==> config.mk <==
export PLATFORM = sky130hd
export DESIGN_NAME = ram_bist_ctrl_flat
export DESIGN_NICKNAME = d
export VERILOG_FILES = /design/src/rtl/ram_bist_if.sv /design/src/rtl/ram_bist_ctrl.sv /design/src/flat_wrapper.sv
export SDC_FILE = /design/constraint.sdc
export NUM_CORES = 1
export LEC_CHECK = 0
export ABC_AREA = 0
export CAP_MARGIN = 20
export CORE_MARGIN = 2
export CORE_UTILIZATION = 30
export CTS_CLUSTER_DIAMETER = 100
export DETAILED_ROUTE_END_ITERATION = 10
export HOLD_SLACK_MARGIN = 0.06
export PLACE_DENSITY_LB_ADDON = 0.12
export SLEW_MARGIN = 5
export SYNTH_ARGS = -nofsm -noshare
export SYNTH_HDL_FRONTEND = slang
export SYNTH_SLANG_ARGS = --single-unit
export TNS_END_PERCENT = 30
==> constraint.sdc <==
create_clock -name clk -period 2.2 [get_ports clk]
set_input_delay 0.33 -clock clk [delete_from_list [all_inputs] [get_ports clk]]
set_output_delay 0.33 -clock clk [all_outputs]
set_load 0.1 [all_outputs]
==> src/rtl/ram_bist_if.sv <==
// Two-port RAM test bus: BIST master drives both ports, RAM slave returns
// read data and the same-address dual-write conflict flag.
interface ram_bist_if #(
    parameter int unsigned ADDR_W = 3,
    parameter int unsigned DATA_W = 3
);
    logic              en_a;
    logic              wr_a;
    logic [ADDR_W-1:0] addr_a;
    logic [DATA_W-1:0] wdata_a;
    logic              en_b;
    logic              wr_b;
    logic [ADDR_W-1:0] addr_b;
    logic [DATA_W-1:0] wdata_b;
    logic [DATA_W-1:0] rdata_a;
    logic [DATA_W-1:0] rdata_b;
    logic              conflict;

    modport master (
        output en_a, wr_a, addr_a, wdata_a,
        output en_b, wr_b, addr_b, wdata_b,
        input  rdata_a, rdata_b, conflict
    );

    modport slave (
        input  en_a, wr_a, addr_a, wdata_a,
        input  en_b, wr_b, addr_b, wdata_b,
        output rdata_a, rdata_b, conflict
    );
endinterface

==> src/rtl/ram_bist_ctrl.sv <==
// March BIST controller for the two-port RAM: write P via A, read/compare
// via B, write ~P via B, read/compare via A, then report pass/fail.
// Optional build macro CONFLICT_CHK_EN inserts a one-cycle dual-write state
// between the write and read phases that checks the RAM conflict flag.
module ram_bist_ctrl #(
    parameter int unsigned ADDR_W = 3,
    parameter int unsigned DATA_W = 3
) (
    input  logic              clk,
    input  logic              rst_n,
    input  logic              start,
    input  logic [DATA_W-1:0] seed,
    ram_bist_if.master        ram,
    output logic              busy,
    output logic              done,
    output logic              pass,
    output logic [ADDR_W-1:0] fail_addr,
    output logic [ADDR_W+1:0] err_cnt
);

    localparam int unsigned DEPTH = 1 << ADDR_W;
    localparam int unsigned ERR_W = ADDR_W + 2;
    localparam logic [ADDR_W-1:0] LAST_ADDR = ADDR_W'(DEPTH - 1);

    localparam logic [2:0] S_IDLE = 3'd0;
    localparam logic [2:0] S_WR   = 3'd1;
    localparam logic [2:0] S_RD   = 3'd3;
    localparam logic [2:0] S_WRI  = 3'd4;
    localparam logic [2:0] S_RDI  = 3'd5;
    localparam logic [2:0] S_FIN  = 3'd6;
`ifdef CONFLICT_CHK_EN
    localparam logic [2:0] S_CF   = 3'd2;
    localparam logic [2:0] S_POST_WR = S_CF;
`else
    localparam logic [2:0] S_POST_WR = S_RD;
`endif

    // Pattern word for an address: address folded to data width, XOR seed.
    function automatic logic [DATA_W-1:0] pat(input logic [ADDR_W-1:0] a,
                                              input logic [DATA_W-1:0] s);
        return DATA_W'(a) ^ s;
    endfunction

    logic [2:0]        state, state_d;
    logic [ADDR_W-1:0] cnt, cnt_d;
    logic [DATA_W-1:0] seed_q, seed_d;
    logic              busy_d, done_d, pass_d;
    logic [ADDR_W-1:0] fail_d;
    logic [ERR_W-1:0]  err_d;

    // Compare pipeline: one read in flight, checked the cycle after issue.
    logic              cmp_valid, cmp_valid_d;
    logic              cmp_port, cmp_port_d;
    logic [DATA_W-1:0] cmp_exp, cmp_exp_d;
    logic [ADDR_W-1:0] cmp_addr, cmp_addr_d;

    logic              err_hit;
    logic [ADDR_W-1:0] err_at;
    logic [DATA_W-1:0] rd_sel;

    logic              en_a_d, wr_a_d, en_b_d, wr_b_d;
    logic [ADDR_W-1:0] addr_a_d, addr_b_d;
    logic [DATA_W-1:0] wdata_a_d, wdata_b_d;

`ifndef CONFLICT_CHK_EN
    logic unused_conflict;
    assign unused_conflict = ram.conflict;
`endif

    // Next state, datapath updates and next-cycle RAM port drive.
    always_comb begin
        state_d     = state;
        cnt_d       = cnt;
        seed_d      = seed_q;
        busy_d      = busy;
        done_d      = 1'b0;
        pass_d      = pass;
        fail_d      = fail_addr;
        err_d       = err_cnt;
        cmp_valid_d = 1'b0;
        cmp_port_d  = 1'b0;
        cmp_exp_d   = '0;
        cmp_addr_d  = '0;
        err_hit     = 1'b0;
        err_at      = '0;
        rd_sel      = cmp_port ? ram.rdata_b : ram.rdata_a;
        en_a_d      = 1'b0;
        wr_a_d      = 1'b0;
        addr_a_d    = '0;
        wdata_a_d   = '0;
        en_b_d      = 1'b0;
        wr_b_d      = 1'b0;
        addr_b_d    = '0;
        wdata_b_d   = '0;

        if (cmp_valid && (rd_sel != cmp_exp)) begin
            err_hit = 1'b1;
            err_at  = cmp_addr;
        end

        case (state)
            S_IDLE: begin
                if (start) begin
                    state_d = S_WR;
                    cnt_d   = '0;
                    seed_d  = seed;
                    busy_d  = 1'b1;
                    pass_d  = 1'b0;
                    fail_d  = '0;
                    err_d   = '0;
                end
            end
            S_WR: begin
                cnt_d = cnt + ADDR_W'(1);
                if (cnt == LAST_ADDR) state_d = S_POST_WR;
            end
`ifdef CONFLICT_CHK_EN
            S_CF: begin
                state_d = S_RD;
                cnt_d   = '0;
                if (!ram.conflict) begin
                    err_hit = 1'b1;
                    err_at  = '0;
                end
            end
`endif
            S_RD: begin
                cnt_d       = cnt + ADDR_W'(1);
                cmp_valid_d = 1'b1;
                cmp_port_d  = 1'b1;
                cmp_exp_d   = pat(cnt, seed_q);
                cmp_addr_d  = cnt;
                if (cnt == LAST_ADDR) state_d = S_WRI;
            end
            S_WRI: begin
                cnt_d = cnt + ADDR_W'(1);
                if (cnt == LAST_ADDR) state_d = S_RDI;
            end
            S_RDI: begin
                cnt_d       = cnt + ADDR_W'(1);
                cmp_valid_d = 1'b1;
                cmp_port_d  = 1'b0;
                cmp_exp_d   = ~pat(cnt, seed_q);
                cmp_addr_d  = cnt;
                if (cnt == LAST_ADDR) state_d = S_FIN;
            end
            S_FIN: begin
                // Wait for the last in-flight compare before reporting.
                if (!cmp_valid) begin
                    state_d = S_IDLE;
                    done_d  = 1'b1;
                    busy_d  = 1'b0;
                    pass_d  = (err_cnt == '0);
                end
            end
            default: begin
                state_d = S_IDLE;
                busy_d  = 1'b0;
            end
        endcase

        if (err_hit) begin
            if (err_cnt != {ERR_W{1'b1}}) err_d = err_cnt + ERR_W'(1);
            if (err_cnt == '0) fail_d = err_at;
        end

        case (state_d)
            S_WR: begin
                en_a_d    = 1'b1;
                wr_a_d    = 1'b1;
                addr_a_d  = cnt_d;
                wdata_a_d = pat(cnt_d, seed_d);
            end
`ifdef CONFLICT_CHK_EN
            S_CF: begin
                en_a_d    = 1'b1;
                wr_a_d    = 1'b1;
                addr_a_d  = '0;
                wdata_a_d = ~pat('0, seed_d);
                en_b_d    = 1'b1;
                wr_b_d    = 1'b1;
                addr_b_d  = '0;
                wdata_b_d = ~pat('0, seed_d) ^ DATA_W'(1);
            end
`endif
            S_RD: begin
                en_b_d   = 1'b1;
                addr_b_d = cnt_d;
            end
            S_WRI: begin
                en_b_d    = 1'b1;
                wr_b_d    = 1'b1;
                addr_b_d  = cnt_d;
                wdata_b_d = ~pat(cnt_d, seed_d);
            end
            S_RDI: begin
                en_a_d   = 1'b1;
                addr_a_d = cnt_d;
            end
            default: begin
                en_a_d = 1'b0;
            end
        endcase
    end

    // State, compare pipeline and registered outputs; reset aborts any test.
    always_ff @(posedge clk) begin
        if (rst_n) begin
            state       <= S_IDLE;
            cnt         <= '0;
            seed_q      <= '0;
            busy        <= 1'b0;
            done        <= 1'b0;
            pass        <= 1'b0;
            fail_addr   <= '0;
            err_cnt     <= '0;
            cmp_valid   <= 1'b0;
            cmp_port    <= 1'b0;
            cmp_exp     <= '0;
            cmp_addr    <= '0;
            ram.en_a    <= 1'b0;
            ram.wr_a    <= 1'b0;
            ram.addr_a  <= '0;
            ram.wdata_a <= '0;
            ram.en_b    <= 1'b0;
            ram.wr_b    <= 1'b0;
            ram.addr_b  <= '0;
            ram.wdata_b <= '0;
        end else begin
            state       <= state_d;
            cnt         <= cnt_d;
            seed_q      <= seed_d;
            busy        <= busy_d;
            done        <= done_d;
            pass        <= pass_d;
            fail_addr   <= fail_d;
            err_cnt     <= err_d;
            cmp_valid   <= cmp_valid_d;
            cmp_port    <= cmp_port_d;
            cmp_exp     <= cmp_exp_d;
            cmp_addr    <= cmp_addr_d;
            ram.en_a    <= en_a_d;
            ram.wr_a    <= wr_a_d;
            ram.addr_a  <= addr_a_d;
            ram.wdata_a <= wdata_a_d;
            ram.en_b    <= en_b_d;
            ram.wr_b    <= wr_b_d;
            ram.addr_b  <= addr_b_d;
            ram.wdata_b <= wdata_b_d;
        end
    end

endmodule

==> src/flat_wrapper.sv <==
// flat-port wrapper written by rule: the top's interface ports become plain ports
module ram_bist_ctrl_flat 
#(
    parameter int unsigned ADDR_W = 3,
    parameter int unsigned DATA_W = 3
)
  (clk, rst_n, start, seed, busy, done, pass, fail_addr, err_cnt, ram_en_a, ram_wr_a, ram_addr_a, ram_wdata_a, ram_en_b, ram_wr_b, ram_addr_b, ram_wdata_b, ram_rdata_a, ram_rdata_b, ram_conflict);
  ram_bist_if #(.ADDR_W(ADDR_W), .DATA_W(DATA_W)) ram_i ();
  input  logic clk;
  input  logic rst_n;
  input  logic start;
  input  logic [DATA_W-1:0] seed;
  output logic busy;
  output logic done;
  output logic pass;
  output logic [ADDR_W-1:0] fail_addr;
  output logic [ADDR_W+1:0] err_cnt;
  output wire logic [$bits(ram_i.en_a)-1:0] ram_en_a;
  output wire logic [$bits(ram_i.wr_a)-1:0] ram_wr_a;
  output wire logic [$bits(ram_i.addr_a)-1:0] ram_addr_a;
  output wire logic [$bits(ram_i.wdata_a)-1:0] ram_wdata_a;
  output wire logic [$bits(ram_i.en_b)-1:0] ram_en_b;
  output wire logic [$bits(ram_i.wr_b)-1:0] ram_wr_b;
  output wire logic [$bits(ram_i.addr_b)-1:0] ram_addr_b;
  output wire logic [$bits(ram_i.wdata_b)-1:0] ram_wdata_b;
  input wire logic [$bits(ram_i.rdata_a)-1:0] ram_rdata_a;
  input wire logic [$bits(ram_i.rdata_b)-1:0] ram_rdata_b;
  input wire logic [$bits(ram_i.conflict)-1:0] ram_conflict;
  assign ram_en_a = ram_i.en_a;
  assign ram_wr_a = ram_i.wr_a;
  assign ram_addr_a = ram_i.addr_a;
  assign ram_wdata_a = ram_i.wdata_a;
  assign ram_en_b = ram_i.en_b;
  assign ram_wr_b = ram_i.wr_b;
  assign ram_addr_b = ram_i.addr_b;
  assign ram_wdata_b = ram_i.wdata_b;
  assign ram_i.rdata_a = ram_rdata_a;
  assign ram_i.rdata_b = ram_rdata_b;
  assign ram_i.conflict = ram_conflict;
  ram_bist_ctrl #(.ADDR_W(ADDR_W), .DATA_W(DATA_W)) u_core (.clk(clk), .rst_n(rst_n), .start(start), .seed(seed), .ram(ram_i), .busy(busy), .done(done), .pass(pass), .fail_addr(fail_addr), .err_cnt(err_cnt));
endmodule
==> results of run 1 <==
## cell type report
cell class / count / share of cell area
clock buffer: 7 / 0.0359
sequential: 44 / 0.367
timing repair buffer: 48 / 0.161
clock inverter: 1 / 0.00312
tap: 75 / 0.0390
inverter: 8 / 0.0125
multi-input combinational: 139 / 0.381
## flip-flops by register name, indices dropped and copies added (netlist names), 3 cells and up
| register | cells |
|---|---|
| u_core.cmp_exp | 3 |
| u_core.fail_addr | 3 |
| u_core.cmp_addr | 3 |
| u_core.err_cnt | 5 |
| u_core.ram.addr_b | 3 |
| u_core.state | 3 |
| u_core.ram.wdata_b | 3 |
| u_core.ram.addr_a | 3 |
| u_core.cnt | 3 |
| u_core.seed_q | 3 |
| u_core.ram.wdata_a | 3 |
## kinds of logic (layout without fill, tap and decap cells)
kind of cell | Yosys count | count (layout) | share of synthesized area
xor gates and xnor gates | 9 | 9 | 0.0506
muxes | 10 | 10 | 0.0547
buffers and inverters | 15 | 64 | 0.0331
DFF | 44 | 44 | 0.475
adders and majority gates | 5 | 5 | 0.0337
AOI/OAI and AO/OA | 38 | 38 | 0.137
and+or+nand+nor | 77 | 77 | 0.216
## power by group
part | internal (W) | switching [W]
sequential | 0.000812 | 0.0000133
combinational | 0.0000680 | 0.000134
clock | 0.000255 | 0.000269
total | 0.00114 | 0.000417
## cell usage after synthesis (2+ instances only)
cell type  instances
a21o_1             4
a311oi_1           2
xnor2_1            4
xor2_1             3
o21ai_0            3
ha_1               5
a31oi_1            4
nand2_1           14
or3_1              4
mux2i_1            9
nand4b_1           2
nand2b_1           6
inv_1              8
dfxtp_1           44
nor2_1            27
xor2_2             2
nor2b_1            3
and2_1             6
clkbuf_1           4
nand3b_1           8
a21oi_1           17
## critical path: cells and delay by family, from the launching register on
kind | cells | cell delay [ns]
fa+ha+maj | 2 | 0.48
compound gates | 3 | 0.73
simple gates | 2 | 0.26
flops | 1 | 0.42
## through the flow
stage	total power, W	cells	util	hold WS, ns
2_1_floorplan	0.000979	198	-	0.417
3_3_place_gp	0.00105	314	0.387	0.432
3_5_place_dp	0.00105	314	0.387	0.441
4_1_cts	0.00158	322	0.403	0.457
5_1_grt	0.00163	322	0.404	0.481
6_report	0.00155	322	0.404	0.457
## layer usage
layer	wire length (um)	GRT usage	vias to the layer above
met3	190	0.0326	7
met2	1850	0.214	37
met4	70	0.0508	0
met5	0	0	-
li1	-	-	766
met1	2050	0.172	691
## worst min-delay path by stage
stage / slack, ns / endpoint / cells after the start
after floorplan: 0.42 / u_core.fail_addr[0]$_SDFF_PP0_ / 2
after global placement: 0.43 / u_core.fail_addr[1]$_SDFF_PP0_ / 2
after detailed placement: 0.44 / u_core.fail_addr[0]$_SDFF_PP0_ / 2
after CTS: 0.46 / u_core.fail_addr[1]$_SDFF_PP0_ / 2
after global routing: 0.48 / u_core.fail_addr[0]$_SDFF_PP0_ / 2
final: 0.46 / u_core.fail_addr[2]$_SDFF_PP0_ / 2
## timing repair
item	in CTS	in global routing
setup endpoints to repair	0	1
gates resized for setup	0	1
endpoints found under the hold margin	0	0
==> results.ini, run 1 <==
[worst_setup_path]
startpoint_type=register
crit_chain=ha_1 > ha_1 > nand3b_1 > a21o_1 > a21oi_1 > o21ai_0 > nor2b_1
ff2ff_setup_slack_ns=0.25
crit_end=u_core.ram.wdata_a[2]$_SDFF_PP0_
critPathMaxFanout=8
rr_endpoint=u_core.ram.wdata_a[2]$_SDFF_PP0_
r2r_cells=7
worst_setup_path_end_kind=register
rr_startpoint=u_core.cnt[0]$_SDFF_PP0_
cp_data_arrival_time_ns=2.18
critical_path_required_ns=2.43
critPathMostFrequentCell=ha_1
max_stage_delay_ns=0.42
critPathLaunch=u_core.cnt[0]$_SDFF_PP0_
criticalPathCategory=reg2reg
crit_slowest_cell=dfxtp_1

[route]
drc=0
dr_total_vias=1501
drtIter0Drc=122
ant_nets=0
wl_mm=4.17
detail_route.wl_per_cell_um=12.9
viasPerCell=4.66
first_pass_iters=5

[clock_network]
insertion_delay_ns=0.29
clk_root_buffer_cell=clkbuf_8
clkTransAtPathRegs_ns=0.08
cts-buffers-inserted=5
ctsHtreeMaxLevel=2
cts.sinks=44
cts.path.max_buffers=2
postCtsHoldBufs=0
cts_tree=done
post-cts-setup-buffers=0

[sta]
tightest_slew_ns=0.536
max_slew_margin=0.638
clock-skew-final_ns=0.00773
rsz0062_at_grt=no
min_period_over_period=0.887
max_freq_ghz=0.512
hold_viol_final=0
finalSetupTns_ns=0
setup_viol=0
post-route-worst-setup-slack_ns=0.248
final_max_slew_viol_count=0
min_period_ns=1.95

[final_layout]
final_nets=264
post-route-cell-area_um2=2410
seqCellArea_um2=883
fillers=632
drive_gt1_frac=0.211
multi_input_area_um2=918
final_cell_mix=42 x dfxtp_1, 37 x buf_4, 27 x nor2_1
antenna_cells=0
area_delta_synth_final_pct=29.8
final_common_cell=dfxtp_1

[yosys]
synth_nets=216
seq_area_frac_synth=0.475
synth_cell_types=40
synth-edff-count=0
synth_top_area_share=0.475
synth.area.top_cells=dfxtp_1 48%, nor2_1 5.5%, mux2i_1 4.9%, a21oi_1 4.6%, ha_1 3.4%
synth_top_flop_cell=dfxtp_1
ys_warn_count=0
async_flop_share=0
netlist_area_um2=1850
synth_top_area_cell=dfxtp_1
avgSynthCellArea_um2=9.37
synth-seq-cells=44
synth_cells=198

[grt]
grt_overflow=0
grt_start_max_net_pins=15
grt_usage=0.133
antenna_found_initial=0
grt_pass1_vias=1502
grt_pass1_wl_mm=6.84

[min_path]
hp-start=u_core.cmp_addr[2]$_SDFF_PP0_
hp-class=reg2reg

[placement]
dp_slack_ns=0.109
io_buffer_count=38
dp_hpwl_mm=3.11
place_area_um2=2310
place_congestion=0.786

[floorplanning]
core_um2=5960
ios=40
die_h_um=82.6
dieArea_um2=6830
row_count=28
start_util=0.311
dieWidth_um=82.6

[status]
status=completed

[flow_run]
max_cap_viol_count=0

[pwr]
peakVddDrop_mv=0.313
power_density_nw_per_um2=645
power.leakage_nw=0.973

Note: power is estimated with default switching activity, not from simulation.
==> inputs of run 2 (changes only) <==
- CAP_MARGIN: 20 -> 15
==> results of run 2 <==
No change in the layout: final DEF, timing and power equal those of run 1.
==> inputs of run 3 (changes only) <==
--- a/config.mk
+++ b/config.mk
@@ -10,5 +10,4 @@
 export CORE_MARGIN = 2
 export CORE_UTILIZATION = 30
-export CTS_CLUSTER_DIAMETER = 100
 export DETAILED_ROUTE_END_ITERATION = 10
 export HOLD_SLACK_MARGIN = 0.06
==> constraint.sdc (replaced) <==
create_clock -name clk -period 2.2 [get_ports clk]
set_input_delay 0.22 -clock clk [delete_from_list [all_inputs] [get_ports clk]]
set_output_delay 0.22 -clock clk [all_outputs]
set_load 0.1 [all_outputs]
==> run 3 against run 2 <==
Net effect:
- critical path type unchanged
- clock power decreased by 0.8%
- worst hold slack got worse by 0.0069 ns
- flip-flop and latch count stayed put
- sequential share of layout area increased by 0.35 points
- largest cell class unchanged
- via count is 2.5% lower
==> results.ini, run 3 (synthesized netlist as in run 1, its figures left out) <==
[route]
viasPerCell=4.57
dr_total_vias=1463
ant_nets=0
detail_route.wl_per_cell_um=12.6
drc=0
drtIter0Drc=77
wl_mm=4.04
first_pass_iters=4

[sta]
max_slew_margin=0.649
hold_viol_final=0
setup_viol=0
finalSetupTns_ns=0
max_freq_ghz=0.513
tightest_slew_ns=0.519
final_max_slew_viol_count=0
clock-skew-final_ns=0.00734
min_period_over_period=0.885
rsz0062_at_grt=no
min_period_ns=1.95

[min_path]
hp-class=reg2reg
min_to=u_core.fail_addr[0]$_SDFF_PP0_
hp-start=u_core.cmp_addr[0]$_SDFF_PP0_
hold_path_depth=2

[worst_setup_path]
r2r_cells=7
cp_data_arrival_time_ns=2.18
startpoint_type=register
critical_path_required_ns=2.43
rr_startpoint=u_core.cnt[0]$_SDFF_PP0_
rr_endpoint=u_core.ram.addr_a[1]$_SDFF_PP0_
criticalPathCategory=reg2reg
critPathLaunch=u_core.cnt[0]$_SDFF_PP0_
critPathMaxFanout=8
worst_setup_path_end_kind=register
ff2ff_setup_slack_ns=0.25

[placement]
dp_hpwl_mm=3.12
io_buffer_count=38
place_congestion=0.798

[grt]
antenna_found_initial=0
grt_overflow=0
grt_usage=0.131
grt_start_max_net_pins=15
grt_pass1_wl_mm=6.64
grt_pass1_vias=1401

[final_layout]
final_nets=262
regMostFlops=u_core.err_cnt
largest_reg_flops=5
antenna_cells=0
seqCellArea_um2=883
multi_input_area_um2=912
drive_gt1_frac=0.204
fillers=629
area_delta_synth_final_pct=28.6
utilization=0.400
final_common_cell=dfxtp_1
final_cell_mix=42 x dfxtp_1, 35 x buf_4, 27 x nor2_1

[clock_network]
clkTransAtPathRegs_ns=0.08
post_cts_resized=0
postCtsHoldBufs=0
cts.path.max_buffers=2
ctsHtreeMaxLevel=2
clk_root_buffer_cell=clkbuf_8
post-cts-setup-buffers=0
insertion_delay_ns=0.30
cts.sinks=44
cts-buffers-inserted=5
cts_tree=done

[pwr]
power_density_nw_per_um2=646
peakVddDrop_mv=0.286
power.leakage_nw=0.970

[flow_run]
max_cap_viol_count=0

[floorplanning]
row_count=28
die_h_um=82.6
dieArea_um2=6830
ios=40
start_util=0.311
core_um2=5960
dieWidth_um=82.6

[status]
status=completed

==> run 3: cell types whose count changed in the layout (fill, tap and decap cells not counted), sizes merged <==
cell,delta
clkbuf,-1
clkinv,+2
buf,-2
clkinvlp,-1
==> run 3: where the power goes <==
| part | switching [W] | internal (W) |
|---|---|---|
| combinational | 0.000131 | 0.0000642 |
| sequential | 0.0000132 | 0.000812 |
| clock | 0.000269 | 0.000251 |
| total | 0.000414 | 0.00113 |
==> run 3: worst max-delay path by stage <==
stage	slack, ns	cells after the start	end
after CTS	0.23	7	u_core.ram.addr_a[1]$_SDFF_PP0_
after global routing	0.07	7	u_core.ram.addr_a[0]$_SDFF_PP0_
after detailed placement	0.21	7	u_core.ram.wdata_a[1]$_SDFF_PP0_
after floorplan	0.12	5	u_core.err_cnt[0]$_SDFF_PP0_
final	0.25	7	u_core.ram.addr_a[1]$_SDFF_PP0_
after global placement	0.22	7	u_core.ram.wdata_a[1]$_SDFF_PP0_
==> run 3: final cells by class <==
| type | count | area share |
|---|---|---|
| multi-input combinational | 139 | 0.382 |
| tap | 75 | 0.0393 |
| sequential | 44 | 0.370 |
| timing repair buffer | 46 | 0.156 |
| clock buffer | 6 | 0.0346 |
| clock inverter | 2 | 0.00420 |
| inverter | 8 | 0.0126 |
==> run 3: routing by layer <==
layer  track usage  vias up  part of all wire
li1              -      769                 -
met1         0.179      659              0.52
met2         0.193       28              0.42
met3        0.0424        7             0.042
met4        0.0492        0             0.014
met5             0        -                 0
==> run 3: through the flow <==
stage	total power [W]	setup slack (ns)	instance area, um2	instances	hold slack, ns
after CTS	0.00156	0.230	2380	320	0.451
after global routing	0.00160	0.0703	2380	320	0.480
after floorplan	0.000979	0.116	1860	198	0.321
after global placement	0.00104	0.221	2290	312	0.429
after detailed placement	0.00104	0.211	2290	312	0.433
final	0.00154	0.252	2380	320	0.450
==> run 3: critical path: stages, from the launching register on <==
cell and delay (ns):
dfxtp_1 0.43, ha_1 0.19, ha_1 0.28, nand3b_1 0.11, a21o_1 0.19, a21oi_1 0.23
o221ai_1 0.30, nor2_1 0.16
